===== src/rtl/digota_pkg.sv =====
// Shared types and constants for the digital-OTA gate-drive stage.
package digota_pkg;

  typedef enum logic [1:0] {
    OFF  = 2'd0,
    P_ON = 2'd1,
    N_ON = 2'd2,
    DEAD = 2'd3
  } leg_state_t;

  localparam int LEG_CM     = 0;
  localparam int LEG_OM     = 1;
  localparam int LEG_OP     = 2;
  localparam int DEAD_W_DEF = 4;

endpackage


===== src/rtl/digota_deadtime_driver_if.sv =====
// Command/drive bundle between the OTA control logic and the dead-time driver.
interface digota_deadtime_driver_if #(
  parameter int NLEG   = 3,
  parameter int DEAD_W = 4
);
  logic              en;
  logic [DEAD_W-1:0] dead_cyc;
  logic [NLEG-1:0]   gate_p_in;
  logic [NLEG-1:0]   gate_n_in;
  logic              fault_clr;
  logic [NLEG-1:0]   gate_p_out;
  logic [NLEG-1:0]   gate_n_out;
  logic [NLEG-1:0]   fault;
  logic              busy;

  modport master (
    output en, dead_cyc, gate_p_in, gate_n_in, fault_clr,
    input  gate_p_out, gate_n_out, fault, busy
  );

  modport slave (
    input  en, dead_cyc, gate_p_in, gate_n_in, fault_clr,
    output gate_p_out, gate_n_out, fault, busy
  );
endinterface


===== src/rtl/digota_deadtime_leg.sv =====
// One output leg: break-before-make FSM, dead-time counter, sticky fault flag
// and registered gate drives decoded from the next state.
module digota_deadtime_leg
  import digota_pkg::*;
#(
  parameter int DEAD_W = DEAD_W_DEF
) (
  input  logic              clk,
  input  logic              rst,
  input  logic              i_en,
  input  logic [DEAD_W-1:0] i_dead_cyc,
  input  logic              i_p,
  input  logic              i_n,
  input  logic              i_fault_clr,
  output logic              o_gate_p,
  output logic              o_gate_n,
  output logic              o_fault,
  output logic              o_busy
);
  localparam logic [DEAD_W-1:0] CNT_ONE = DEAD_W'(1);

  leg_state_t        r_state;
  leg_state_t        w_state_nxt;
  logic [DEAD_W-1:0] r_cnt;
  logic [DEAD_W-1:0] w_cnt_nxt;
  logic              r_gate_p;
  logic              r_gate_n;
  logic              r_fault;
  logic              r_busy;

  logic w_want_p;
  logic w_want_n;
  logic w_conflict;

  // p is active-low, n active-high; (0,1) would turn both devices on.
  assign w_want_p   = ~i_p & ~i_n;
  assign w_want_n   =  i_p &  i_n;
  assign w_conflict = ~i_p &  i_n;

  always_comb begin
    w_state_nxt = r_state;
    w_cnt_nxt   = r_cnt;
    unique case (r_state)
      OFF: begin
        if (i_en && w_want_p)      w_state_nxt = P_ON;
        else if (i_en && w_want_n) w_state_nxt = N_ON;
      end
      P_ON: begin
        if (!(i_en && w_want_p)) begin
          w_state_nxt = DEAD;
          w_cnt_nxt   = i_dead_cyc;
        end
      end
      N_ON: begin
        if (!(i_en && w_want_n)) begin
          w_state_nxt = DEAD;
          w_cnt_nxt   = i_dead_cyc;
        end
      end
      DEAD: begin
        // Exit target follows the live request, not the one seen at entry.
        if (r_cnt != '0)           w_cnt_nxt   = r_cnt - CNT_ONE;
        else if (i_en && w_want_p) w_state_nxt = P_ON;
        else if (i_en && w_want_n) w_state_nxt = N_ON;
        else                       w_state_nxt = OFF;
      end
      default: w_state_nxt = OFF;
    endcase
  end

  always_ff @(posedge clk or posedge rst) begin
    if (rst) begin
      r_state  <= OFF;
      r_cnt    <= '0;
      r_gate_p <= 1'b1;
      r_gate_n <= 1'b0;
      r_fault  <= 1'b0;
      r_busy   <= 1'b0;
    end else begin
      r_state  <= w_state_nxt;
      r_cnt    <= w_cnt_nxt;
      r_gate_p <= ~(w_state_nxt == P_ON);
      r_gate_n <=  (w_state_nxt == N_ON);
      r_fault  <= (w_conflict & i_en) | (r_fault & ~i_fault_clr);
      r_busy   <=  (w_state_nxt == DEAD);
    end
  end

  assign o_gate_p = r_gate_p;
  assign o_gate_n = r_gate_n;
  assign o_fault  = r_fault;
  assign o_busy   = r_busy;
endmodule


===== src/rtl/digota_deadtime_driver.sv =====
// Gate-drive stage: synchronizes the per-leg gate commands and runs one
// dead-time leg per output, so no leg ever drives PMOS and NMOS together.
module digota_deadtime_driver
  import digota_pkg::*;
#(
  parameter int NLEG        = 3,
  parameter int DEAD_W      = DEAD_W_DEF,
  parameter int SYNC_STAGES = 2
) (
  input  logic                     clk,
  input  logic                     rst,
  digota_deadtime_driver_if.slave  bus
);
  logic [NLEG-1:0] r_p_sync [SYNC_STAGES];
  logic [NLEG-1:0] r_n_sync [SYNC_STAGES];
  logic [NLEG-1:0] w_gate_p;
  logic [NLEG-1:0] w_gate_n;
  logic [NLEG-1:0] w_fault;
  logic [NLEG-1:0] w_busy;

  // Synchronizers reset to the "want OFF" code (p=1, n=0).
  always_ff @(posedge clk or posedge rst) begin
    if (rst) begin
      for (int s = 0; s < SYNC_STAGES; s++) begin
        r_p_sync[s] <= '1;
        r_n_sync[s] <= '0;
      end
    end else begin
      r_p_sync[0] <= bus.gate_p_in;
      r_n_sync[0] <= bus.gate_n_in;
      for (int s = 1; s < SYNC_STAGES; s++) begin
        r_p_sync[s] <= r_p_sync[s-1];
        r_n_sync[s] <= r_n_sync[s-1];
      end
    end
  end

  for (genvar g = 0; g < NLEG; g++) begin : g_leg
    digota_deadtime_leg #(
      .DEAD_W (DEAD_W)
    ) u_leg (
      .clk         (clk),
      .rst         (rst),
      .i_en        (bus.en),
      .i_dead_cyc  (bus.dead_cyc),
      .i_p         (r_p_sync[SYNC_STAGES-1][g]),
      .i_n         (r_n_sync[SYNC_STAGES-1][g]),
      .i_fault_clr (bus.fault_clr),
      .o_gate_p    (w_gate_p[g]),
      .o_gate_n    (w_gate_n[g]),
      .o_fault     (w_fault[g]),
      .o_busy      (w_busy[g])
    );
  end

  assign bus.gate_p_out = w_gate_p;
  assign bus.gate_n_out = w_gate_n;
  assign bus.fault      = w_fault;
  assign bus.busy       = |w_busy;
endmodule

===== src/flat_wrapper.sv =====
// flat-port wrapper written by rule: the top's interface ports become plain ports
module digota_deadtime_driver_flat import digota_pkg::*;
#(
  parameter int NLEG        = 3,
  parameter int DEAD_W      = DEAD_W_DEF,
  parameter int SYNC_STAGES = 2
)
  (clk, rst, bus_en, bus_dead_cyc, bus_gate_p_in, bus_gate_n_in, bus_fault_clr, bus_gate_p_out, bus_gate_n_out, bus_fault, bus_busy);
  digota_deadtime_driver_if #(.NLEG(NLEG), .DEAD_W(DEAD_W)) bus_i ();
  input  logic clk;
  input  logic rst;
  input wire logic [$bits(bus_i.en)-1:0] bus_en;
  input wire logic [$bits(bus_i.dead_cyc)-1:0] bus_dead_cyc;
  input wire logic [$bits(bus_i.gate_p_in)-1:0] bus_gate_p_in;
  input wire logic [$bits(bus_i.gate_n_in)-1:0] bus_gate_n_in;
  input wire logic [$bits(bus_i.fault_clr)-1:0] bus_fault_clr;
  output wire logic [$bits(bus_i.gate_p_out)-1:0] bus_gate_p_out;
  output wire logic [$bits(bus_i.gate_n_out)-1:0] bus_gate_n_out;
  output wire logic [$bits(bus_i.fault)-1:0] bus_fault;
  output wire logic [$bits(bus_i.busy)-1:0] bus_busy;
  assign bus_i.en = bus_en;
  assign bus_i.dead_cyc = bus_dead_cyc;
  assign bus_i.gate_p_in = bus_gate_p_in;
  assign bus_i.gate_n_in = bus_gate_n_in;
  assign bus_i.fault_clr = bus_fault_clr;
  assign bus_gate_p_out = bus_i.gate_p_out;
  assign bus_gate_n_out = bus_i.gate_n_out;
  assign bus_fault = bus_i.fault;
  assign bus_busy = bus_i.busy;
  digota_deadtime_driver #(.NLEG(NLEG), .DEAD_W(DEAD_W), .SYNC_STAGES(SYNC_STAGES)) u_core (.clk(clk), .rst(rst), .bus(bus_i));
endmodule

===== config.mk =====
export PLATFORM = sky130hd
export DESIGN_NAME = digota_deadtime_driver_flat
export DESIGN_NICKNAME = d
export VERILOG_FILES = /design/src/rtl/digota_pkg.sv /design/src/rtl/digota_deadtime_driver_if.sv /design/src/rtl/digota_deadtime_leg.sv /design/src/rtl/digota_deadtime_driver.sv /design/src/flat_wrapper.sv
export SDC_FILE = /design/constraint.sdc
export NUM_CORES = 1
export LEC_CHECK = 0
export CORE_AREA = 8 8 82 121
export DETAILED_ROUTE_END_ITERATION = 6
export DIE_AREA = 0 0 90 129
export GPL_ROUTABILITY_DRIVEN = 0
export PLACE_DENSITY = 0.51
export SYNTH_ARGS = -nofsm -noshare
export SYNTH_HDL_FRONTEND = slang
export SYNTH_HIERARCHICAL = 1
export SYNTH_SLANG_ARGS = --single-unit

===== constraint.sdc =====
create_clock -name clk -period 2.16 [get_ports clk]
set_input_delay 0.54 -clock clk [delete_from_list [all_inputs] [get_ports clk]]
set_output_delay 0.54 -clock clk [all_outputs]
set_load 0.01 [all_outputs]

## Yosys cells after proc, flatten, opt, wreduce, memory -nomap -nowiden

Index checks and enable logic that the tools add are counted.

| storage, ports and cells | value |
|---|---|
| register bits | 42 |
| bits in latches | 0 |
| memory bits (read-only) | 0 |
| output and inout bits | 10 |
| RAM bits | 0 |
| input port bits | 14 |
| memories kept | 0 |

| operators by class | value |
|---|---|
| reduce and logical (&&, ||, !) cells | 19 |
| $lt $le $gt $ge | 0 |
| eq/ne operators | 27 |
| muxes and demuxes | 36 |
| divide/modulo/power cells | 0 |
| add/subtract/negate cells | 3 |
| multipliers | 0 |
| shift operators | 0 |
| bitwise gates (word level) | 28 |

Operator list:

| operator | number |
|---|---|
| $mux W2 | 21 |
| $mux W4 | 9 |
| $pmux W4 S3 | 3 |
| $eq A2 B2 Y1 const B | 12 |
| $pmux W2 S4 | 3 |
| $ne A2 B2 Y1 const B | 9 |
| $and A1 B1 Y1 | 15 |
| $eq A2 B1 Y1 const B | 6 |
| $reduce_and A4 Y1 | 3 |
| $reduce_bool A4 Y1 | 3 |
| $sub A4 B1 Y4 const B | 3 |
| $not A1 Y1 | 10 |
| $reduce_bool A3 Y1 | 3 |
| $logic_and A1 B1 Y1 | 6 |
| $logic_not A2 Y1 | 3 |
| $or A1 B1 Y1 | 3 |
| $reduce_or A3 Y1 | 1 |

## Depth between registers and ports, before layout

| depth | value |
|---|---|
| depth after elaboration | 8 |
| gate-level depth with buffers | 7 |
| depth with buffers taken out | 6 |

## Modules after synthesis

Netlist, hierarchy kept.

By module, submodules not included:

| module | cells each | area an instance (um^2) | sequential area each (um^2) | times used |
|---|---|---|---|---|
| digota_deadtime_leg | 71 | 691.9 | 251.5 | 3 |
| digota_deadtime_driver | 14 | 317.8 | 307.8 | 1 |

## Worst setup path before layout

OpenSTA, ideal clock, no wires.

| path | value |
|---|---|
| kind | register to register |
| start point | register u_core.g_leg[0].u_leg.r_state[0] |
| end point | register u_core.g_leg[0].u_leg.r_cnt[0] |
| clock period less this slack | 1.892 ns |
| path buffers | 1 |
| cell stages (with the launch flop) | 8 |
| required time | 2.033 ns |
| path slack | 0.268 ns |
| data arrival time | 1.765 ns |
| cell sequence | dfrtp_1 inv_1 ha_1 and4_1 or4_4 buf_6 o21ai_1 o31ai_2 |

| on the way | value |
|---|---|
| word-level cells in the longest chain between the ends | 3 |
| elaborated cells between the ends (all ways) | 9 |
| classes of those cells | eq/ne (6); mux (1); reduce/logical (2) |

RTL lines:

| what | line | text |
|---|---|---|
| from (decl) | digota_deadtime_leg.sv:22 | `leg_state_t r_state;` |
| from (signal assigned) | digota_deadtime_leg.sv:80 | `r_state <= w_state_nxt;` |
| $eq A2 B2 Y1 / $eq A2 B1 Y1 (equally long branches) | digota_deadtime_leg.sv:43 | `unique case (r_state)` |
| $ne A2 B2 Y1 (no line) / $reduce_bool A3 Y1 (equally long branches) | n/a |  |
| $reduce_and A4 Y1 (no line) | n/a |  |
| to (signal assigned) | digota_deadtime_leg.sv:81 | `r_cnt <= w_cnt_nxt;` |
| to (decl) | digota_deadtime_leg.sv:24 | `logic [DEAD_W-1:0] r_cnt;` |

Parallel ways exist; a longest one is shown, timed or not.
A chain may end at the register's enable or synchronous reset.

## Worst setup path in the final report

| path | value |
|---|---|
| start point | register u_core.g_leg[1].u_leg.r_busy |
| end point | output port bus_busy |

| on the way | value |
|---|---|
| word-level cells in the longest chain between the ends | 1 |

RTL lines:

| what | line | text |
|---|---|---|
| from (decl) | digota_deadtime_leg.sv:29 | `logic r_busy;` |
| from (signal assigned) | digota_deadtime_leg.sv:85 | `r_busy <= (w_state_nxt == DEAD);` |
| $reduce_or A3 Y1 | digota_deadtime_driver.sv:59 | `assign bus.busy = \|w_busy;` |
| to (decl) | flat_wrapper.sv:20 | `output wire logic [$bits(bus_i.busy)-1:0] bus_busy;` |

Every way passes these cells.

==> results.tsv <==
stage	metric	value	unit
placed_design	# port buffers	23	
sta	Rel. slew slack	66.84	%
sta	final setup violation count	0	
worst_setup_path	critical path depth	2	
drt	DRC errors left	0	
worst_setup_path	cells along the critical path	or3_1, clkdlybuf4s50_1	
run_status	result of the run	finished, final reports clean	
worst_setup_path	delay of the slowest cell on the worst path	500	ps
sta	max-slew violation count	0	
sta	portion of the clock cycle consumed by the worst path in the final layout	96.91	%
worst_setup_path	timing endpoint of the critical path	bus_busy	
yosys	combined area of all synthesized cells	2394	um^2
sta	achievable clock frequency	0.4777	GHz
sta	unrepaired setup endpoints after global routing	no	
final_layout	Post-layout nets	299	
clocking	TritonCTS Buffers	5	
sta	Slew @ Worst Pin	496.8	ps
floorplanning	die height	129	um
floorplanning	boundary pin count	24	
clocking	maximum buffer depth of the clock tree	2	
yosys	mux contribution to synthesized area	2.509	%
clocking	setup bufs post-CTS	0	
yosys	most common cell in the netlist	dfrtp_1	
yosys	Post-synth EDFFs	0	
final_layout	antenna cell count	0	
sta	minimum clock period after layout	2093	ps
worst_setup_path	Critical-path top delay cell	clkdlybuf4s50_1	
worst_setup_path	worst reg-to-reg setup slack	150	ps
worst_setup_path	capturing element type of the critical path	primary output	
yosys	fraction of the mapped netlist area in compound gates	17.88	%
power	reported leakage power	1.266	nW
yosys	fraction of synthesized cell area taken by the top area cell type	34.50	%
grt	number of global-route vias before repair	1948	
clocking	CTS H-tree lvls	2	
job	max-cap violations	0	
power	Max IR drop VDD	0.0004522	V
drt	total wire length after detailed routing	5.459	mm
yosys	Yosys warning total	6	
yosys	share of flip-flops with an asynchronous set or reset after synthesis	100.0	%
drt	Detailed Routing Iterations Pass 1	4	
final_layout	Storage cell area	1062	um^2
yosys	flip-flop and latch count after synthesis	42	
floorplanning	placement row count	41	
clocking	root buffer cell	clkbuf_16	
yosys	number of different library cells in the post-synthesis netlist	36	
sta	Worst Slack Setup Final	66.80	ps
grt	global route total overflow	0	
final_layout	cell area after layout	2975	um^2
placed_design	placed cell area	2829	um^2
worst_setup_path	Worst R2R End	u_core/g_leg[1].u_leg/r_cnt[0]	
drt	post-DR wirelength/cell	14.56	um
clocking	post-CTS clock slew at the launch and capture registers of the worst setup and hold paths	60	ps
grt	Global Route Usage Sum	10.05	%
yosys	cell types with the largest area share after synthesis	dfrtp_1 (35%), dfstp_2 (9.9%), ha_1 (9.4%)	
floorplanning	Core Area	8208	um^2
clocking	TritonCTS clock tree	yes	
yosys	leading area contributor after synthesis	dfrtp_1	
drt	Detailed Route Iter0 Violations	61	
floorplanning	Die ar.	11610	um^2
worst_setup_path	worst-case reg-to-reg path depth	6	
worst_setup_path	Setup CP Type	reg -> out	
yosys	number of nets produced by synthesis	259	
sta	number of hold violations in the final report	0	
yosys	Top FF cell, synth	dfrtp_1	
floorplanning	effective utilization at floorplan	29.16	%
final_layout	growth of design area from synthesis to finish	24.31	%
yosys	xor/xnor cell area share of the yosys netlist	0	%
worst_setup_path	maximum net fanout on the critical path	1	
power	power density normalized to cell area	1472	nW/um^2
worst_setup_path	critical path startpoint	u_core/g_leg[1].u_leg/o_busy	
yosys	Post-Syn Instances	227	
yosys	part of the Yosys area used for sequential elements	44.38	%
yosys	ranking of synthesized cells by instance count	dfrtp_1 (33), inv_1 (28), ha_1 (18), nor2_1 (18)	
worst_setup_path	number of buffer and inverter stages on the critical path	1	
clocking	cells resized by post-CTS repair	0	
hold_path	HP Class	reg -> reg	
worst_setup_path	Critical R2R Launch	u_core/g_leg[1].u_leg/r_state[0]	
grt	number of antenna violations at the first check in global routing	0	
worst_setup_path	family with the most delay on the worst path	buffers and inverters	
final_layout	proportion of layout cells with a drive suffix above 1	17.91	%
placed_design	HPWL after detailed placement	4.057	mm
drt	Vias per Instance	4.853	
placed_design	worst slack, placed	-150.8	ps
yosys	Simple-Gate Fraction of Synth Area	19.39	%
worst_setup_path	crit path launch type	register	
clocking	number of hold buffers added after CTS	0	
final_layout	multi-input gate area in the final layout	1177	um^2
floorplanning	Die X	90	um
drt	antenna violation net count after detailed routing	0	
worst_setup_path	Worst EP required	1620	ps
clocking	Worst-Skew Late Latency	280	ps
final_layout	Filler Cell Count	853	
clocking	number of sinks handled by clock tree synthesis	42	
yosys	main combinational cell family by area after synthesis	simple AND/OR/NAND/NOR gates	
yosys	area share of fa/ha/maj cells after synthesis	9.409	%
worst_setup_path	critical path data arrival time	1550	ps
sta	setup clock skew after layout	3.909	ps
grt	global-route wire length before repair	9.377	mm
grt	pin count of the biggest net entering global routing	15	
drt	vias after detailed routing	1820	
yosys	Mapped Avg Cell Area	10.54	um^2
[kinds of logic after synthesis]
kind of cell,Yosys count
mux,6
compound gates,57
fa+ha+maj,18
flops,42
simple gates,70
buf+inv,34
[sequential cells by signal (all words and copies together), names as in the netlist]
register and flops:
u_core/g_leg.u_leg/r_state 6, u_core/g_leg.u_leg/o_fault 3, u_core/r_p_sync 6, u_core/r_n_sync 6
u_core/g_leg.u_leg/o_gate_p 3, u_core/g_leg.u_leg/r_cnt 12, u_core/g_leg.u_leg/o_gate_n 3, u_core/g_leg.u_leg/o_busy 3
[per-stage QoR]
step                setup TNS (ps)  instances  utilization (%)  hold WS [ps]  total power, W
finish                           0        375            36.25         351.5        0.004378
global route                     0        375            36.25         359.6        0.004771
CTS                              0        375            36.25         354.4        0.004444
detailed placement           -1413        367            34.47         338.6        0.003659
global placement             -1276        367            34.47         331.1        0.003634
floorplan                        0        227                -         331.2        0.003067
[per-layer routing]
| metal | vias to the layer above | wire, um | track usage, % |
|---|---|---|---|
| met5 | - | 0 | 0 |
| met4 | 0 | 66 | 4.232 |
| met3 | 5 | 232 | 2.622 |
| met2 | 33 | 2749 | 18.09 |
| met1 | 883 | 2410 | 10.92 |
| li1 | 899 | - | - |
[how the worst min path moves through the flow]
stage / startpoint / to / slack, ps / depth (start not counted)
6_report: u_core/r_n_sync[5] / u_core/r_n_sync[2] / 350 / 0
5_1_grt: u_core/r_p_sync[5] / u_core/r_p_sync[2] / 360 / 0
4_1_cts: u_core/r_n_sync[5] / u_core/r_n_sync[2] / 350 / 0
3_5_place_dp: u_core/r_n_sync[5] / u_core/r_n_sync[2] / 340 / 0
3_3_place_gp: u_core/r_n_sync[5] / u_core/r_n_sync[2] / 330 / 0
2_1_floorplan: u_core/r_n_sync[3] / u_core/r_n_sync[0] / 330 / 0
[report_power, final]
part / leakage (nW) / switching (W) / total, W / internal [W]
Combinational: 0.712 / 0.00115 / 0.00228 / 0.00113
Clock: 0.0698 / 0.000317 / 0.000745 / 0.000428
Sequential: 0.485 / 0.000260 / 0.00136 / 0.00110
[layout make-up]
class,count,area share (%)
repair buffers,39,11.77
well taps,107,4.500
flip-flops and latches,42,35.70
multi-input cells,151,39.57
inverters,28,3.532
clock inverters,3,0.7149
clock buffers,5,4.205
[placed cells by master, fill, tap and decap left out, types with 9 or more instances in the layout]
cell type | Yosys | final
dfstp_2 | 9 | 9
ha_1 | 18 | 18
o22a_1 | 9 | 9
buf_4 | 0 | 16
clkdlybuf4s50_1 | 0 | 23
dfrtp_1 | 33 | 33
nor2_1 | 18 | 18
a21oi_1 | 9 | 9
inv_1 | 28 | 28
Power figures use the tool's default switching activity.
